### config.mk
export PLATFORM = sky130hd
export DESIGN_NAME = m_mul_iter
export DESIGN_NICKNAME = d
export VERILOG_FILES = /design/src/rtl/m_mul_iter.sv
export SDC_FILE = /design/constraint.sdc
export NUM_CORES = 1
export LEC_CHECK = 0
export ABC_AREA = 1
export CORE_ASPECT_RATIO = 0.75
export CORE_MARGIN = 4
export CORE_UTILIZATION = 61
export CTS_CLUSTER_DIAMETER = 120
export DETAILED_ROUTE_END_ITERATION = 8
export PLACE_DENSITY = 0.81
export REMOVE_ABC_BUFFERS = 1
export SETUP_SLACK_MARGIN = 0.4
export SLEW_MARGIN = 5
export SYNTH_ARGS = -nofsm -noshare
export SYNTH_HDL_FRONTEND = slang
export SYNTH_SLANG_ARGS = --single-unit
### constraint.sdc
create_clock -name i_clk_1 -period 12.1 [get_ports i_clk_1]
set_input_delay 2.42 -clock i_clk_1 [delete_from_list [all_inputs] [get_ports i_clk_1]]
set_output_delay 2.42 -clock i_clk_1 [all_outputs]
set_load 0.01 [all_outputs]
### src/rtl/m_mul_iter.sv
// Iterative 32x32 shift-add multiplier for RV32M MUL/MULH/MULHSU/MULHU,
// built around a single 64-bit carry-select adder shared by the accumulate and negate steps.

module m_adder (
  input  logic [63:0] i_op1_64,
  input  logic [63:0] i_op2_64,
  input  logic        i_cIn_1,
  output logic [63:0] o_sum_64,
  output logic        o_cOut_1
);

  logic [4:0] carry;

  assign carry[0] = i_cIn_1;

  // Each 16-bit block precomputes both carry-in outcomes; the incoming carry only selects.
  for (genvar g = 0; g < 4; g++) begin : gBlock
    logic [16:0] sum0;
    logic [16:0] sum1;

    assign sum0 = {1'b0, i_op1_64[g*16 +: 16]} + {1'b0, i_op2_64[g*16 +: 16]};
    assign sum1 = {1'b0, i_op1_64[g*16 +: 16]} + {1'b0, i_op2_64[g*16 +: 16]} + 17'd1;
    assign o_sum_64[g*16 +: 16] = carry[g] ? sum1[15:0] : sum0[15:0];
    assign carry[g+1]           = carry[g] ? sum1[16]   : sum0[16];
  end

  assign o_cOut_1 = carry[4];

endmodule

module m_mul_iter (
  input  logic        i_clk_1,
  input  logic        i_rst_1,
  input  logic        i_valid_1,
  input  logic [1:0]  i_mulOp_2,
  input  logic [31:0] i_rs1_32,
  input  logic [31:0] i_rs2_32,
  input  logic        i_flush_1,
  output logic        o_ready_1,
  output logic        o_valid_1,
  output logic [31:0] o_result_32
);

  typedef enum logic [1:0] {
    IDLE = 2'd0,
    BUSY = 2'd1,
    FIX  = 2'd2,
    DONE = 2'd3
  } state_t;

  localparam logic [1:0] OP_MUL    = 2'b00;
  localparam logic [1:0] OP_MULH   = 2'b01;
  localparam logic [1:0] OP_MULHSU = 2'b10;

  state_t      state;
  state_t      stateNext;

  logic [63:0] accP;
  logic [63:0] mcand;
  logic [31:0] mplier;
  logic [4:0]  cnt;
  logic        neg;
  logic [1:0]  opReg;
  logic [31:0] result;

  logic        readyInt;
  logic        accept;
  logic        rs1Neg;
  logic        rs2Neg;
  logic [31:0] rs1Mag;
  logic [31:0] rs2Mag;

  logic [63:0] addOp1;
  logic [63:0] addOp2;
  logic        addCin;
  logic [63:0] addSum;
  logic        addCarryUnused;
  logic [63:0] finalP;

  assign readyInt    = (state == IDLE) || (state == DONE);
  assign o_ready_1   = readyInt;
  assign o_valid_1   = (state == DONE);
  assign o_result_32 = result;
  assign accept      = i_valid_1 && readyInt && !i_flush_1;

  // MUL and MULHU treat both operands as unsigned, so neg is 0 for them.
  assign rs1Neg = ((i_mulOp_2 == OP_MULH) || (i_mulOp_2 == OP_MULHSU)) && i_rs1_32[31];
  assign rs2Neg = (i_mulOp_2 == OP_MULH) && i_rs2_32[31];
  assign rs1Mag = rs1Neg ? (~i_rs1_32 + 32'd1) : i_rs1_32;
  assign rs2Mag = rs2Neg ? (~i_rs2_32 + 32'd1) : i_rs2_32;

  always_comb begin
    addOp1 = accP;
    addOp2 = '0;
    addCin = 1'b0;
    if (state == FIX) begin
      addOp1 = ~accP;
      addCin = 1'b1;
    end else if (mplier[0]) begin
      addOp2 = mcand;
    end
  end

  m_adder uAdder (
    .i_op1_64 (addOp1),
    .i_op2_64 (addOp2),
    .i_cIn_1  (addCin),
    .o_sum_64 (addSum),
    .o_cOut_1 (addCarryUnused)
  );

  assign finalP = neg ? addSum : accP;

  always_comb begin
    stateNext = state;
    case (state)
      IDLE: if (accept) stateNext = BUSY;
      BUSY: if (cnt == 5'd31) stateNext = FIX;
      FIX:  stateNext = DONE;
      DONE: stateNext = accept ? BUSY : IDLE;
      default: stateNext = IDLE;
    endcase
    if (i_flush_1) begin
      stateNext = IDLE;
    end
  end

  always_ff @(posedge i_clk_1 or posedge i_rst_1) begin
    if (i_rst_1) begin
      state <= IDLE;
    end else begin
      state <= stateNext;
    end
  end

  always_ff @(posedge i_clk_1 or posedge i_rst_1) begin
    if (i_rst_1) begin
      accP   <= '0;
      mcand  <= '0;
      mplier <= '0;
      cnt    <= '0;
      neg    <= 1'b0;
      opReg  <= '0;
      result <= '0;
    end else if (accept) begin
      accP   <= '0;
      mcand  <= {32'b0, rs1Mag};
      mplier <= rs2Mag;
      cnt    <= '0;
      neg    <= rs1Neg ^ rs2Neg;
      opReg  <= i_mulOp_2;
    end else if (state == BUSY) begin
      accP   <= addSum;
      mcand  <= mcand << 1;
      mplier <= mplier >> 1;
      cnt    <= cnt + 5'd1;
    end else if ((state == FIX) && !i_flush_1) begin
      accP   <= finalP;
      result <= (opReg == OP_MUL) ? finalP[31:0] : finalP[63:32];
    end
  end

endmodule

# Word level (Yosys, flattened, before mapping)
# Cells that the tools add are included.
word_totals:
  register_bits: 202
  wordCells: 76
classes:
  n_eq_ne: 8
  mux: 29
  reduce_logical: 14
  n_addsub: 11
  bitwise_logic: 6
ops:
  columns: ["cell", "n"]
  rows:
  - ["2-to-1 mux 64 bit", 9]
  - ["2-to-1 mux 32 bit", 5]
  - ["adder 32 x 1 -> 32 bit (second input constant)", 2]
  - ["2-to-1 mux 16 bit", 4]
  - ["inverter 32 bit", 2]
  - ["inverter 64 bit", 1]
  - ["adder 16 x 16 -> 17 bit", 3]
  - ["adder 17 x 1 -> 17 bit (second input constant)", 3]
  - ["adder 16 x 1 -> 16 bit (second input constant)", 1]
  - ["adder 16 bit", 1]
  - ["2-to-1 mux 5 bit", 2]
  - ["one-hot mux 2 bit (4 select lines)", 1]
  - ["equality test 2 bit (second input constant)", 3]
  - ["2-to-1 mux 2 bit", 3]
  - ["inequality test 3 bit (second input constant)", 2]
  - ["adder 5 x 1 -> 5 bit (second input constant)", 1]
  - ["equality test 5 bit (second input constant)", 1]
  - ["logical AND 1 bit", 5]
  - ["2-to-1 mux 1 bit", 5]
  - ["equality test 2 x 1 -> 1 bit (second input constant)", 2]
  - ["zero test 2 bit", 2]
  - ["AND reduction 3 bit", 1]
  - ["nonzero test 3 bit", 1]
  - ["logical OR 1 bit", 2]
  - ["5 further kinds", 6]

# Logic depth before layout (Yosys ltp)
# Gate-level depths: netlist of run 1.
logic_depth:
  word_depth: 12
  ltp_mapped: 35
  ltp_nobuf: 32

# Modules after synthesis
# From an unflattened synthesis of run 1, not the netlist that was laid out.
hier_totals:
  hier_cells: 3005
  area_unflattened_um2: 19129.6
by_module_without_submodules:
  columns: ["module", "area_per_inst_um2", "n_inst", "cells_each", "seq_area_each_um2"]
  rows:
  - ["m_mul_iter", 13404.1, 1, 1903, 5054.8]
  - ["m_adder", 5725.5, 1, 1102, 0.0]

# Worst setup path before layout of run 1
# Ideal clock, no wire load.
synth_timing:
  path_type: "register to register"
  start: "register state[0]"
  end: "register accP[59]"
  t_required_ps: 12034
  n_path_buf: 3
  arrival_time_ps: 4499
  setup_slack_ps: 7535
  path_stages_with_launch: 27
  setup_time_ps: 66
  period_less_slack_ps: 4565
  path_cell_list: "dfrtp_1 inv_1 ha_1 clkbuf_1 clkbuf_1 clkbuf_1 xor2_1 ha_1 inv_1 fa_1 o21ai_0 xor2_1 nor2_1 nand2_1 nor2_1 nand2_1 nor2_1 nand2_1 o21ai_0 nand2_1 inv_1 nand3_1 nand3_1 nand2_1 inv_1 nand2_1 nand2_1"
synth_via:
  elab_chain_cells: 12
synth_lines:
  columns: ["item", "line", "text"]
  rows:
  - ["start, declared", "55", "state_t state;"]
  - ["start signal, assigned", "132", "state <= stateNext;"]
  - ["equality test 2 bit", "96, 157", null]
  - ["2-to-1 mux 64 bit", "96", "if (state == FIX) begin"]
  - ["adder 16 x 16 -> 17 bit", "21, 22", null]
  - ["adder 17 x 1 -> 17 bit", "22", "assign sum1 = {1'b0, i_op1_64[g*16 +: 16]} + {1'b0, i_op2_64[g*16 +: 16]} + 17'd1;"]
  - ["2-to-1 mux 1 bit (3 in a row)", "24", "assign carry[g+1] = carry[g] ? sum1[16] : sum0[16];"]
  - ["2-to-1 mux 16 bit", "23", "assign o_sum_64[g*16 +: 16] = carry[g] ? sum1[15:0] : sum0[15:0];"]
  - ["2-to-1 mux 64 bit", "112", "assign finalP = neg ? addSum : accP;"]
  - ["2-to-1 mux 64 bit", "157", "end else if ((state == FIX) && !i_flush_1) begin"]
  - ["2-to-1 mux 64 bit", "152", "end else if (state == BUSY) begin"]
  - ["2-to-1 mux 64 bit", "145", "end else if (accept) begin"]
  - ["end signal, assigned", "153", "accP <= addSum;"]
  - ["end signal, assigned", "158", "accP <= finalP;"]
  - ["end, declared", "58", "logic [63:0] accP;"]
# Parallel ways exist; a longest one is shown, timed or not. The select of a mux whose other input is x is not followed.
# A chain may end at the register's enable or synchronous reset.

# Worst setup path after layout of run 1
layout_timing:
  start: "register state[0]"
  end: "register result[18] (netlist: o_result_32[18])"
layout_via:
  elab_chain_cells: 10
layout_lines:
  columns: ["item", "line", "text"]
  rows:
  - ["equality test 2 bit", "96, 157", null]
  - ["2-to-1 mux 64 bit", "96", null]
  - ["adder 16 x 16 -> 17 bit", "21, 22", null]
  - ["adder 17 x 1 -> 17 bit", "22", null]
  - ["2-to-1 mux 1 bit (3 in a row)", "24", null]
  - ["2-to-1 mux 16 bit", "23", null]
  - ["2-to-1 mux 64 bit", "112", null]
  - ["2-to-1 mux 32 bit", "159", "result <= (opReg == OP_MUL) ? finalP[31:0] : finalP[63:32];"]
  - ["end signal, assigned", "159", null]
  - ["end, declared", "64", "logic [31:0] result;"]
# Parallel ways exist; a longest one is shown, timed or not.

==> results of run 1 <==
[sequential cells by signal, summed over array words and instances (netlist names)]
name,flops
o_result_32,32
cnt,5
state,2
opReg,2
accP,64
mplier,32
mcand,64
neg,1
[per-stage QoR]
step | util (%) | setup WS (ps) | instance area [µm²] | total power (µW)
global placement | 66.40 | 5855 | 20240 | 5002
CTS | 69.08 | 6046 | 21060 | 5908
floorplan | - | 1259 | 18530 | 4038
detailed placement | 66.40 | 5647 | 20240 | 5105
finish | 69.08 | 5986 | 21060 | 5975
global route | 69.08 | 5521 | 21060 | 6520
[synthesized netlist by cell type (6+ instances only)]
cell type	count	share of area [%]
xor2_1	137	6.3
o21bai_1	7	0.28
buf_1	13	0.26
nand3_2	6	0.31
clkbuf_1	96	1.9
o211ai_1	10	0.39
nand3b_1	6	0.24
ha_1	77	5.1
nor2_1	271	5.3
xnor2_1	21	0.96
dfrtp_1	202	26
buf_6	7	0.41
nand2_2	10	0.33
nand4_1	37	1.2
o21ai_0	217	5.7
o21ai_1	16	0.42
o22ai_1	10	0.33
inv_2	6	0.12
nand3_1	312	8.2
a21oi_1	81	2.1
a31oi_1	37	1.2
buf_2	6	0.16
nand2_1	931	18
nor3_1	30	0.79
or2_2	13	0.43
inv_1	463	9.1
[cell families after synthesis]
| family | synth area share [%] |
|---|---|
| and+or+nand+nor | 36.55 |
| buffers and inverters | 12.17 |
| AOI/OAI and AO/OA | 11.60 |
| DFF | 26.50 |
| xor gates and xnor gates | 7.713 |
| adders and majority gates | 5.470 |
[layout make-up]
type                       instances  share of cell area (%)
clock buffer                      36                   3.303
timing repair buffer             118                   5.430
sequential                       202                   24.01
inverter                         472                   8.472
tap                              399                   2.370
multi-input combinational       2294                   55.83
clock inverter                     6                  0.5822
[report_power, final]
group,internal (µW),switching (µW)
sequential,939,181
combinational,1310,2770
clock,461,313
total,2710,3270
[layer usage]
metal / up-vias / part of all wire [%] / GRT usage, %
met3: 96 / 8.1 / 3.573
li1: 9827 / - / -
met1: 9321 / 46 / 49.32
met4: 0 / 1.9 / 6.716
met2: 840 / 44 / 49.30
met5: - / 0 / 0
[worst paths after layout]
check                                     startpoint                           to  slack, ps
worst max-delay path            state[0]$_DFFE_PP0P_  o_result_32[18]$_DFFE_PP0P_       5990
worst min-delay path              cnt[3]$_DFFE_PP0N_           cnt[3]$_DFFE_PP0N_        470
worst max register to register  state[0]$_DFFE_PP0P_  o_result_32[18]$_DFFE_PP0P_       5990
worst min register to register    cnt[3]$_DFFE_PP0N_           cnt[3]$_DFFE_PP0N_        470
max in group asynchronous                    i_rst_1              neg$_DFFE_PP0P_       8160
min in group asynchronous                    i_rst_1       mplier[17]$_DFFE_PP0N_       2450
[critical path: cells and delay by family, from the launching register on]
family / cells / cell delay, ps
flops: 1 / 440
buf+inv: 5 / 1040
simple gates: 20 / 3080
fa+ha+maj: 4 / 1400
==> run metrics, run 1 <==
status completed; Sequential Area between 5000 and 6000 µm²; number of synthesized flops with an enable pin 0; area of the multi-input gates 11760 µm²; largest net degree at the start of global routing approximately 140; number of synthesis warnings 0; WHS Path Cells 1; antenna-violating nets left 0; total negative slack 0 ps; Peak VDD IR 0.4269 mV; Die Y-Extent about 160 µm; Final #Nets approximately 3.3k; CP endpoint kind flop; Total GRT Usage 32.23%; Min Clock Period, post-route between 6000 and 7000 ps; critical path's slowest cell buf_4; Setup Crit Path Kind flop to flop; routed vias between 20k and 25k; row count 55; non-filler cells, final 3527; HPWL after detailed placement 40220 µm; Seq/Total Area, Yosys 26.50%; GRT overflow 0; Worst path max stage delay 590 ps; Yosys reg bits 202; layout cell share with drive strength beyond 1 under 10%; Die Footprint 34200 µm²; Area growth, synth to finish 10.40%; DRT iter0 DRCs 2305; CTS root buffer clkbuf_16; routed vias/inst 5.694; CTS Buf Count 24; H-tree depth 1; leakage 0.01154 µW; cells on worst reg2reg path 29; clock latency at the later pin of the worst-skew pair 560 ps; most common cell after layout, fill and taps aside nand2_1; clk slew on worst S/H paths 60 ps; initial antenna violation count 0; count of final setup violators 0; Synth Instances approximately 3.1k; Total Wirelength 56660 µm; crit path DAT approximately 6600 ps; area of the mapped netlist 19080 µm²; post-synth cell types 55; IO Count 104; worst hold margin 471.9 ps; antenna cells 0; post_cts resized 0; Worst Skew 16.91 ps; dominant synthesized flop cell dfrtp_1; max-slew violations 0; vias in the first global route 18.61k; CP Max Fanout 61; Clock Path Buffers 3; Initial Util between 60 and 70%; worst min path class flop to flop; routed len/inst 16.07 µm; gp weighted congestion 0.9367; first-pass GRT wire length a little over 90000 µm; ys async rst share 100.0%; Core Box Area 30490 µm²; Rel. slew slack a little under 30%; synthesized area per cell 6.166 µm²; CP Data Required Time 12580 ps; fillers 2798; Die X-Extent 212.2 µm; dpl cells 3485; RSZ-0062 raised after global routing no; worst slew pin tran ~1100 ps; Max Fclk 0.1636 GHz; Clock Sinks about 200; max-capacitance violation count 0; commonest cells after routing, fill and taps aside nand2_1, inv_1, nand3_1; period utilization 50.53%; Worst Setup Start Kind flop; CTS tree built; PwrDens 283.7 nW/µm²; final hold violation count 0; CTS Hold Bufs 0; Port Buf Inserts 103; DRC Markers 0; postcts setup bufs 0; TritonRoute pass-1 iters 6
No activity file was read; power rests on OpenSTA's default activity.
==> run 2: changes to the inputs <==
clock period = 6.1 ns   (was 12.1 ns; I/O delays follow)
==> run 2 against run 1 <==
Net effect: design area is 0.17% higher; final cell count is 0.20% higher; routed wire length is 1.5% lower; register-to-register slack worse by 5000 ps; clock power is 90% higher; sequential power is 97% higher; via count is 0.34% higher; largest power group unchanged; highest routed layer unchanged.
==> run metrics, run 2 (synthesized netlist as in run 1, its figures left out) <==
CTS Hold Bufs 0 (unchanged); worst slew pin tran 1140 ps (+80.99 ps); CP Data Required Time 6530 ps (-6050 ps); Peak VDD IR 0.4378 mV (+2.5%); clock latency at the later pin of the worst-skew pair 550 ps (about the same); routed vias 20.15k (+0.34%); Net Sw Power 6502 µW (+99%); Seq pwr share 18.7% (about the same); FF-to-FF Start state[0]$_DFFE_PP0P_; WP buf/inv 3 (-2); worst hold margin 480.6 ps (+8.692 ps); CP endpoint kind flop; Comb power frac 68.9% (+0.6 points); HPWL after detailed placement 40400 µm (+0.45%); top flop regs accP: 64 flops, mcand: 64 flops; cells on worst reg2reg path 27 (-6.9%); reg2reg setup slack 940 ps (-5040 ps); row count 55 (unchanged); Worst path max stage delay 470 ps (-120 ps); crit path DAT 5590 ps (-1010 ps); RSZ-0062 raised after global routing no; Sw Share 54.96% (+0.29 points); P_int 5329 µW (+97%); DRC Markers 0 (unchanged); layout cell share with drive strength beyond 1 3.955% (+0.21 points); Clock Sinks 202 (unchanged); antenna-violating nets left 0 (unchanged); Area growth, synth to finish 10.59%; DRT iter0 DRCs 2357 (+2.3%); most used cell, CP nand2_4; period utilization 84.54% (+34 points); Worst Hold Launch mcand[39]$_DFFE_PP0N_; clock power share 12.4% (-0.6 points); CTS tree built; Die Footprint 34200 µm² (unchanged); gp weighted congestion 0.9627 (+2.8%); Worst Skew 15.82 ps (-1.093 ps); Rel. slew slack 24.00% (-5.4 points); CP Max Fanout 32 (-48%); most common cell after layout, fill and taps aside nand2_1; post_cts resized 0 (unchanged); Min Clock Period, post-route 5157 ps (-957.2 ps); PwrDens 560.8 nW/µm² (+98%); commonest cells after routing, fill and taps aside nand2_1, inv_1, nand3_1; Die X-Extent 212.2 µm (unchanged); largest net degree at the start of global routing 128 (-7.9%); FF-to-FF End accP[55]$_DFFE_PP0P_; postcts setup bufs 0 (unchanged); Final #Nets 3269 (+0.18%); WHS Path Cells 2 (+1); Clock Path Buffers 3 (unchanged); critical path's slowest cell ha_4; max-capacitance violation count 0 (unchanged); TritonRoute pass-1 iters 9 (+3); status completed; antenna cells 0 (unchanged); Total GRT Usage 31.81% (-0.42 points); CTS root buffer clkbuf_16; initial antenna violation count 0 (unchanged); IO Count 104 (unchanged); final core utilization 69.20% (+0.12 points); CTS Buf Count 24 (unchanged); worst min path class flop to flop; Crit path max-delay family simple AND/OR/NAND/NOR gates; Initial Util 62.58% (unchanged); vias in the first global route 19.02k (+2.2%); Port Buf Inserts 103 (unchanged); routed len/inst 15.80 µm (-1.7%); leakage 0.01155 µW (about the same); Die Y-Extent 161.2 µm (unchanged); hold path endpoint mcand[40]$_DFFE_PP0N_; routed vias/inst 5.703 (+0.14%); GRT overflow 0 (unchanged); Setup Crit Path Kind flop to flop; count of final setup violators 0 (unchanged); Total Wirelength 55830 µm (-1.5%); clk slew on worst S/H paths 60 ps (about the same); Worst Setup Start Kind flop; fillers 2657 (-5.0%); max-slew violations 0 (unchanged); Core Box Area 30490 µm² (unchanged); H-tree depth 1 (unchanged); Max Fclk 0.1939 GHz (+19%); first-pass GRT wire length 92170 µm (-0.45%); final hold violation count 0 (unchanged)
-- run 2: metrics by stage --
step | setup TNS [ps] | power [µW] | setup WS [ps] | cells | area [µm²]
after floorplan | -439520 | 8010 | -4143 | 2968 | 18530
after global placement | 0 | 9934 | 1113 | 3491 | 20300
after detailed placement | 0 | 10150 | 839.0 | 3491 | 20300
after CTS | 0 | 11680 | 814.6 | 3534 | 21080
after global routing | 0 | 12920 | 543.1 | 3534 | 21100
final | 0 | 11830 | 943.2 | 3534 | 21100
-- run 2: final cells by class --
| cell class | instances | area (µm²) | area share, % |
|---|---|---|---|
| clock buffer | 36 | 706.9 | 3.351 |
| clock inverter | 7 | 75.07 | 0.3559 |
| inverter | 472 | 1784 | 8.457 |
| multi-input combinational | 2294 | 11770 | 55.81 |
| sequential | 202 | 5056 | 23.97 |
| tap | 399 | 499.2 | 2.366 |
| timing repair buffer | 124 | 1201 | 5.694 |
-- run 2: power by group through the flow --
stage	clock network, µW	logic (µW)	registers [µW]
after floorplan	0	5820	2190
after global placement	0	7730	2210
after detailed placement	0	7940	2220
after CTS	1480	8000	2200
after global routing	1530	9130	2260
final	1470	8150	2210
-- run 2: worst max-delay path by stage --
stage,startpoint,end,depth (start not counted)
floorplan,state[1]$_DFFE_PP0P_,accP[10]$_DFFE_PP0P_,10
global placement,state[0]$_DFFE_PP0P_,accP[52]$_DFFE_PP0P_,29
detailed placement,state[0]$_DFFE_PP0P_,accP[60]$_DFFE_PP0P_,27
CTS,state[0]$_DFFE_PP0P_,accP[63]$_DFFE_PP0P_,27
global route,state[0]$_DFFE_PP0P_,accP[55]$_DFFE_PP0P_,24
finish,state[0]$_DFFE_PP0P_,accP[55]$_DFFE_PP0P_,27
-- run 2: layer usage --
| metal | track usage (%) | wire, µm |
|---|---|---|
| met4 | 7.570 | 1177 |
| met3 | 4.194 | 4471 |
| met5 | 0 | 0 |
| met1 | 47.23 | 25820 |
| met2 | 49.38 | 24360 |
-- run 2: worst reg2reg max path: cells and delay by family (launching register included) --
family,cells,cell delay [ps]
xor gates and xnor gates,1,250
adders and majority gates,4,1350
buffers and inverters,3,380
DFF,1,450
and+or+nand+nor,19,2630
